<file path="src/rtl/memory_access_stage.sv">
// ---------------------------------------------------------------------------
// memory_access_stage
//   Memory stage of the 8-bit pipeline. Takes the execution stage's registered
//   outputs, performs loads/stores against an internal RAM, optionally inserts
//   wait states, and registers the write-back value for the register file.
//
// Ports
//   clk             rising-edge clock
//   reset           synchronous, active-high reset
//   ans_ex          ALU result: memory address (loads/stores) or write-back value
//   B_Bypass        store data
//   mem_en_ex       1 = instruction accesses data memory
//   mem_rw_ex       1 = store, 0 = load (only meaningful with mem_en_ex)
//   mem_mux_sel_ex  1 = write back memory data, 0 = write back ans_ex
//   RW_ex           destination register
//   ans_mem         registered write-back data
//   RW_mem          registered destination register
//   wb_valid        ans_mem/RW_mem must be written to the register file
//   stall_mem       upstream stages hold their outputs (combinational)
//
// FSM states
//   state | meaning
//   IDLE  | ready; non-memory ops pass through, memory ops start/complete here
//   BUSY  | memory access waiting; counter counts down to the completion edge
// ---------------------------------------------------------------------------
module memory_access_stage #(
  parameter int ADDR_W      = 8,
  parameter int WAIT_CYCLES = 0
) (
  input  logic       clk,
  input  logic       reset,
  input  logic [7:0] ans_ex,
  input  logic [7:0] B_Bypass,
  input  logic       mem_en_ex,
  input  logic       mem_rw_ex,
  input  logic       mem_mux_sel_ex,
  input  logic [4:0] RW_ex,
  output logic [7:0] ans_mem,
  output logic [4:0] RW_mem,
  output logic       wb_valid,
  output logic       stall_mem
);

  localparam int DEPTH = 1 << ADDR_W;
  localparam bit HAS_WAIT = (WAIT_CYCLES > 0);
  // Counter starts at N-1 so that the Nth BUSY cycle (counter = 0) is the
  // completion cycle, giving N stall cycles and N+1 cycles of occupancy.
  localparam logic [3:0] CNT_LOAD = HAS_WAIT ? 4'(WAIT_CYCLES - 1) : 4'd0;

  typedef enum logic {
    IDLE = 1'b0,
    BUSY = 1'b1
  } state_t;

  state_t            state_q, state_d;
  logic [3:0]        cnt_q, cnt_d;
  logic [7:0]        ans_q, ans_d;
  logic [4:0]        rw_q, rw_d;
  logic              wb_q, wb_d;
  logic              complete;
  logic              do_store;
  logic [ADDR_W-1:0] addr;
  logic [7:0]        mem_rdata;

  logic [7:0] mem_q [DEPTH];

  // Upper address bits are dropped, so addresses wrap modulo the RAM depth.
  assign addr      = ans_ex[ADDR_W-1:0];
  assign mem_rdata = mem_q[addr];

  always_comb begin
    state_d  = state_q;
    cnt_d    = cnt_q;
    ans_d    = ans_q;
    rw_d     = rw_q;
    wb_d     = 1'b0;
    complete = 1'b0;

    case (state_q)
      IDLE: begin
        if (!mem_en_ex) begin
          ans_d = ans_ex;
          rw_d  = RW_ex;
          wb_d  = 1'b1;
        end else if (HAS_WAIT) begin
          state_d = BUSY;
          cnt_d   = CNT_LOAD;
        end else begin
          complete = 1'b1;
        end
      end
      BUSY: begin
        if (cnt_q == 4'd0) begin
          complete = 1'b1;
          state_d  = IDLE;
        end else begin
          cnt_d = cnt_q - 4'd1;
        end
      end
      default: state_d = IDLE;
    endcase

    // A completing store leaves ans_mem/RW_mem untouched and emits no write-back.
    if (complete && !mem_rw_ex) begin
      ans_d = mem_mux_sel_ex ? mem_rdata : ans_ex;
      rw_d  = RW_ex;
      wb_d  = 1'b1;
    end
  end

  assign do_store  = complete && mem_rw_ex;
  assign stall_mem = ((state_q == IDLE) && mem_en_ex && HAS_WAIT) ||
                     ((state_q == BUSY) && (cnt_q != 4'd0));

  always_ff @(posedge clk) begin
    if (reset) begin
      state_q <= IDLE;
      cnt_q   <= 4'd0;
      ans_q   <= 8'h00;
      rw_q    <= 5'd0;
      wb_q    <= 1'b0;
    end else begin
      state_q <= state_d;
      cnt_q   <= cnt_d;
      ans_q   <= ans_d;
      rw_q    <= rw_d;
      wb_q    <= wb_d;
    end
  end

  // RAM is not cleared by reset; reset only suppresses a store on the same edge.
  always_ff @(posedge clk) begin
    if (do_store && !reset) begin
      mem_q[addr] <= B_Bypass;
    end
  end

  assign ans_mem  = ans_q;
  assign RW_mem   = rw_q;
  assign wb_valid = wb_q;

endmodule

</file>
<file path="config.mk">
export PLATFORM = sky130hd
export DESIGN_NAME = memory_access_stage
export DESIGN_NICKNAME = d
export VERILOG_FILES = /design/src/rtl/memory_access_stage.sv
export SDC_FILE = /design/constraint.sdc
export NUM_CORES = 2
export LEC_CHECK = 0
export ABC_CLOCK_PERIOD_IN_PS = 3120
export CORE_UTILIZATION = 55
export CTS_CLUSTER_SIZE = 28
export DETAILED_ROUTE_END_ITERATION = 8
export GPL_TIMING_DRIVEN = 0
export MAX_ROUTING_LAYER = met4
export PLACE_DENSITY = 0.81
export SLEW_MARGIN = 20
export SYNTH_ARGS = -nofsm -noshare
export SYNTH_HDL_FRONTEND = slang
export SYNTH_SLANG_ARGS = --single-unit
</file>
<file path="constraint.sdc">
create_clock -name clk -period 3.12 [get_ports clk]
set_clock_uncertainty 0.05 [all_clocks]
set_input_delay 0.468 -clock clk [delete_from_list [all_inputs] [get_ports clk]]
set_output_delay 0.468 -clock clk [all_outputs]
set_load 0.1 [all_outputs]
</file>
==> results.py <==
metrics = {
    "status": {
        "outcome": "finished, violations left",
        "failed_checks": "setup timing",
    },
    "timing": {
        "rsz0062_at_grt": "true",
        "setup_violations": 986,
        "worst_pin_slew_ps": 1330,
        "fmax_mhz": 278,
        "period_share_pct": 115,
        "timing.final.ws_setup_ps": -472,
        "finalHoldViolCount": 0,
        "fin_crit_ps": 3590,
        "finalMaxSlewViolations": 0,
        "relSlewSlack_pct": 11.4,
    },
    "cts": {
        "cts_tree": "done",
        "cts.path.max_buffers": 3,
        "cts_buffers": 190,
        "clk_pin_slew_ps": 70,
        "htreeDepth": 4,
        "clock-sinks": 2067,
        "worst_skew_pair.late_latency_ps": 870,
        "root_buffer": "clkbuf_16",
    },
    "route": {
        "drc": 0,
        "totalWireLength_mm": 259,
        "ant_nets": 0,
        "drt_iter0_drc": 8998,
        "vias_per_cell": 7.42,
        "drtPass1Iterations": 7,
        "avgRoutedWirePerCell_um": 42.8,
        "via_count": 44851,
    },
    "die": {
        "rows": 138,
        "io-pin-count": 41,
        "core_area_mm2": 0.142,
        "die_height_um": 382,
        "die_area_mm2": 0.146,
        "initial_core_util_pct": 55.8,
        "fp.dieW_um": 382,
    },
    "placement": {
        "port_buffers": 35,
        "hpwl_mm": 151,
        "place_inst": 5587,
        "gp_congestion": 1.02,
        "pre_cts_ws_ps": -2540,
        "post_dp_cell_area_mm2": 0.0827,
    },
    "final_layout": {
        "final_cells": 6042,
        "drive_above_1_share_pct": 34.8,
        "nNetsFinal": 4018,
        "fin_util_pct": 65.7,
        "syn_to_final_growth_pct": 17.8,
        "finalInstanceArea_mm2": 0.0934,
    },
    "logic_synthesis": {
        "synth_cells": 3641,
        "ys_types": 51,
        "synth_most_common_cell": "edfxtp_1",
        "yosys_warnings": 0,
        "synth_seq_cells": 2067,
        "avgSynthCellArea_um2": 21.8,
        "synthTopCellsByArea": "edfxtp_1 (78%), mux4_2 (15%), a22oi_1 (2.0%), nor2_1 (1.3%), a21oi_1 (0.74%)",
        "synth_edf_count": 2048,
        "synthArstFlopShare_pct": 0,
        "synthTopCellsByCount": "edfxtp_1 (2,048), mux4_2 (520), nor2_1 (284)",
        "synth_top_area_share_pct": 77.5,
        "syn_area_mm2": 0.0793,
        "seq_area_frac_synth_pct": 78.0,
        "syn_nets": 3669,
        "ys.flop_type": "edfxtp_1",
        "synth_top_area_cell": "edfxtp_1",
    },
    "pwr": {
        "power-per-cell-area_mw_per_mm2": 617,
        "sw_frac_of_total_pct": 22.8,
        "power_frac_comb_pct": 6.1,
        "peakVddDrop_mv": 0.613,
        "switchingPower_w": 0.0132,
        "p_leak_nw": 28.5,
        "clkPwrFrac_pct": 40.9,
        "sequentialPowerShare_pct": 53.0,
        "p_int_w": 0.0445,
        "fin_total_pwr_w": 0.0576,
    },
    "global_route": {
        "grt_max_degree": 145,
        "track_usage_pct": 36.1,
        "overflow": 0,
        "grt_antenna_before_repair": 4,
        "grt_pass1_wl_mm": 346,
        "grt_pass1_vias": 43647,
    },
    "min_path": {
        "worstHoldPathCells": 1,
        "min_path_type": "in -> reg",
    },
    "worst_setup_path": {
        "cp-start-kind": "primary input",
        "crit_type": "in -> reg",
        "end_kind": "flip-flop",
        "crit_arrival_ps": 4230,
        "r2r.worst_path.cells": 12,
        "cp.required_ps": 3760,
        "crit_fanout": 10,
    },
    "job": {
        "max_cap_viol_count": 0,
    },
}
power by group through the flow:
stage | combinational [W] | sequential (W) | clock (W)
6_report | 0.00354 | 0.0305 | 0.0236
3_3_place_gp | 0.00291 | 0.0314 | 0
3_5_place_dp | 0.00308 | 0.0311 | 0
2_1_floorplan | 0.00139 | 0.0312 | 0
4_1_cts | 0.00325 | 0.0305 | 0.0231
5_1_grt | 0.00348 | 0.0305 | 0.0243
sequential cells by signal, summed over array words and instances, names as in the netlist:
register  count
cnt_q         4
wb_valid      1
ans_mem       8
RW_mem        5
mem_q      2048
state_q       1
worst paths after layout:
kind         slack [ps]                      end                   start
max                -470  ans_mem[5]$_SDFFE_PP0P_               ans_ex[3]
min                  80  mem_q[146][4]$_DFFE_PP_             B_Bypass[4]
max reg2reg        -110  ans_mem[5]$_SDFFE_PP0P_   cnt_q[0]$_SDFFE_PP0P_
min reg2reg         400   RW_mem[0]$_SDFFE_PP0P_  RW_mem[0]$_SDFFE_PP0P_
area by class of cell:
class                           count  area (µm²)
Clock buffer                      238        5080
Sequential cell                  2067       61900
Timing Repair Buffer              157        2630
Buffer                            227        1810
Antenna cell                       11        27.5
Inverter                            7        28.8
Multi-Input combinational cell   1340       18600
Tap cell                         1890        2360
Clock inverter                    105        1010
Fill cell                        8318       48900
metrics by stage:
stage	hold slack (ps)	setup TNS, ps
finish	84.7	-74390
global placement	399	-
global route	117	-15650
detailed placement	399	-3989800
CTS	82.4	-1940
floorplan	441	0
layout by cell type, fill, tap and decap left out, types with 12 or more instances in the layout:
master           Yosys  final
nand2_4              0     14
buf_6               12     29
buf_8                0     19
mux2i_1             19     17
edfxtp_1          2048   2048
buf_16               0     16
buf_4               37     61
clkbuf_2             0     28
nand2_2              0     12
clkinv_2             0     32
dfxtp_1             19     19
a21oi_1            118    106
clkbuf_1           120     83
mux4_2             520    520
clkbuf_16            0    206
o22ai_1             20     20
a22oi_1            212    205
buf_12               0     79
nand2_1             47     18
nor2_2               0     44
bufinv_16            0     16
clkinv_1             0     42
buf_2               52     33
nor2_4               0    220
nor2_1             284     20
clkdlybuf4s50_1      0     26
clkbuf_4             0     22
critical path, stage by stage:
cell and delay (ps):
buf_2 340, clkbuf_2 770, clkbuf_2 540, buf_16 230, mux2i_2 540, o22ai_1 150, o21ai_0 220, a21oi_1 140
nor4_4 630, o21ai_1 160
what timing repair did:
action,4_1_cts,5_1_grt
gates cloned,1,8
pin swaps,53,38
resized for setup,667,157
hold endpoints to repair,179,0
buffers inserted,57,30
hold buffers,5,0
endpoints found under the setup margin,2057,1977
kinds of logic (layout without fill, tap and decap cells):
kind of cell             Yosys count  count (layout)  share of synthesized area [%]
flip-flops                      2067            2067                           78.0
other                              0              11                              0
AND/OR/NAND/NOR                  394             394                           2.06
buffers and inverters            234             734                           1.48
adder cells (fa/ha/maj)            2               2                         0.0315
XOR/XNOR                           3               3                         0.0331
multiplexers                     542             542                           15.0
AO/OA/AOI/OAI                    399             399                           3.34
layer usage:
| layer | share of wire [%] | GRT usage, % |
|---|---|---|
| met5 | 0 | - |
| met4 | 8.4 | 24.2 |
| met3 | 17 | 13.3 |
| met2 | 44 | 51.0 |
| met1 | 30 | 43.5 |
No activity file was read; power rests on OpenSTA's default activity.
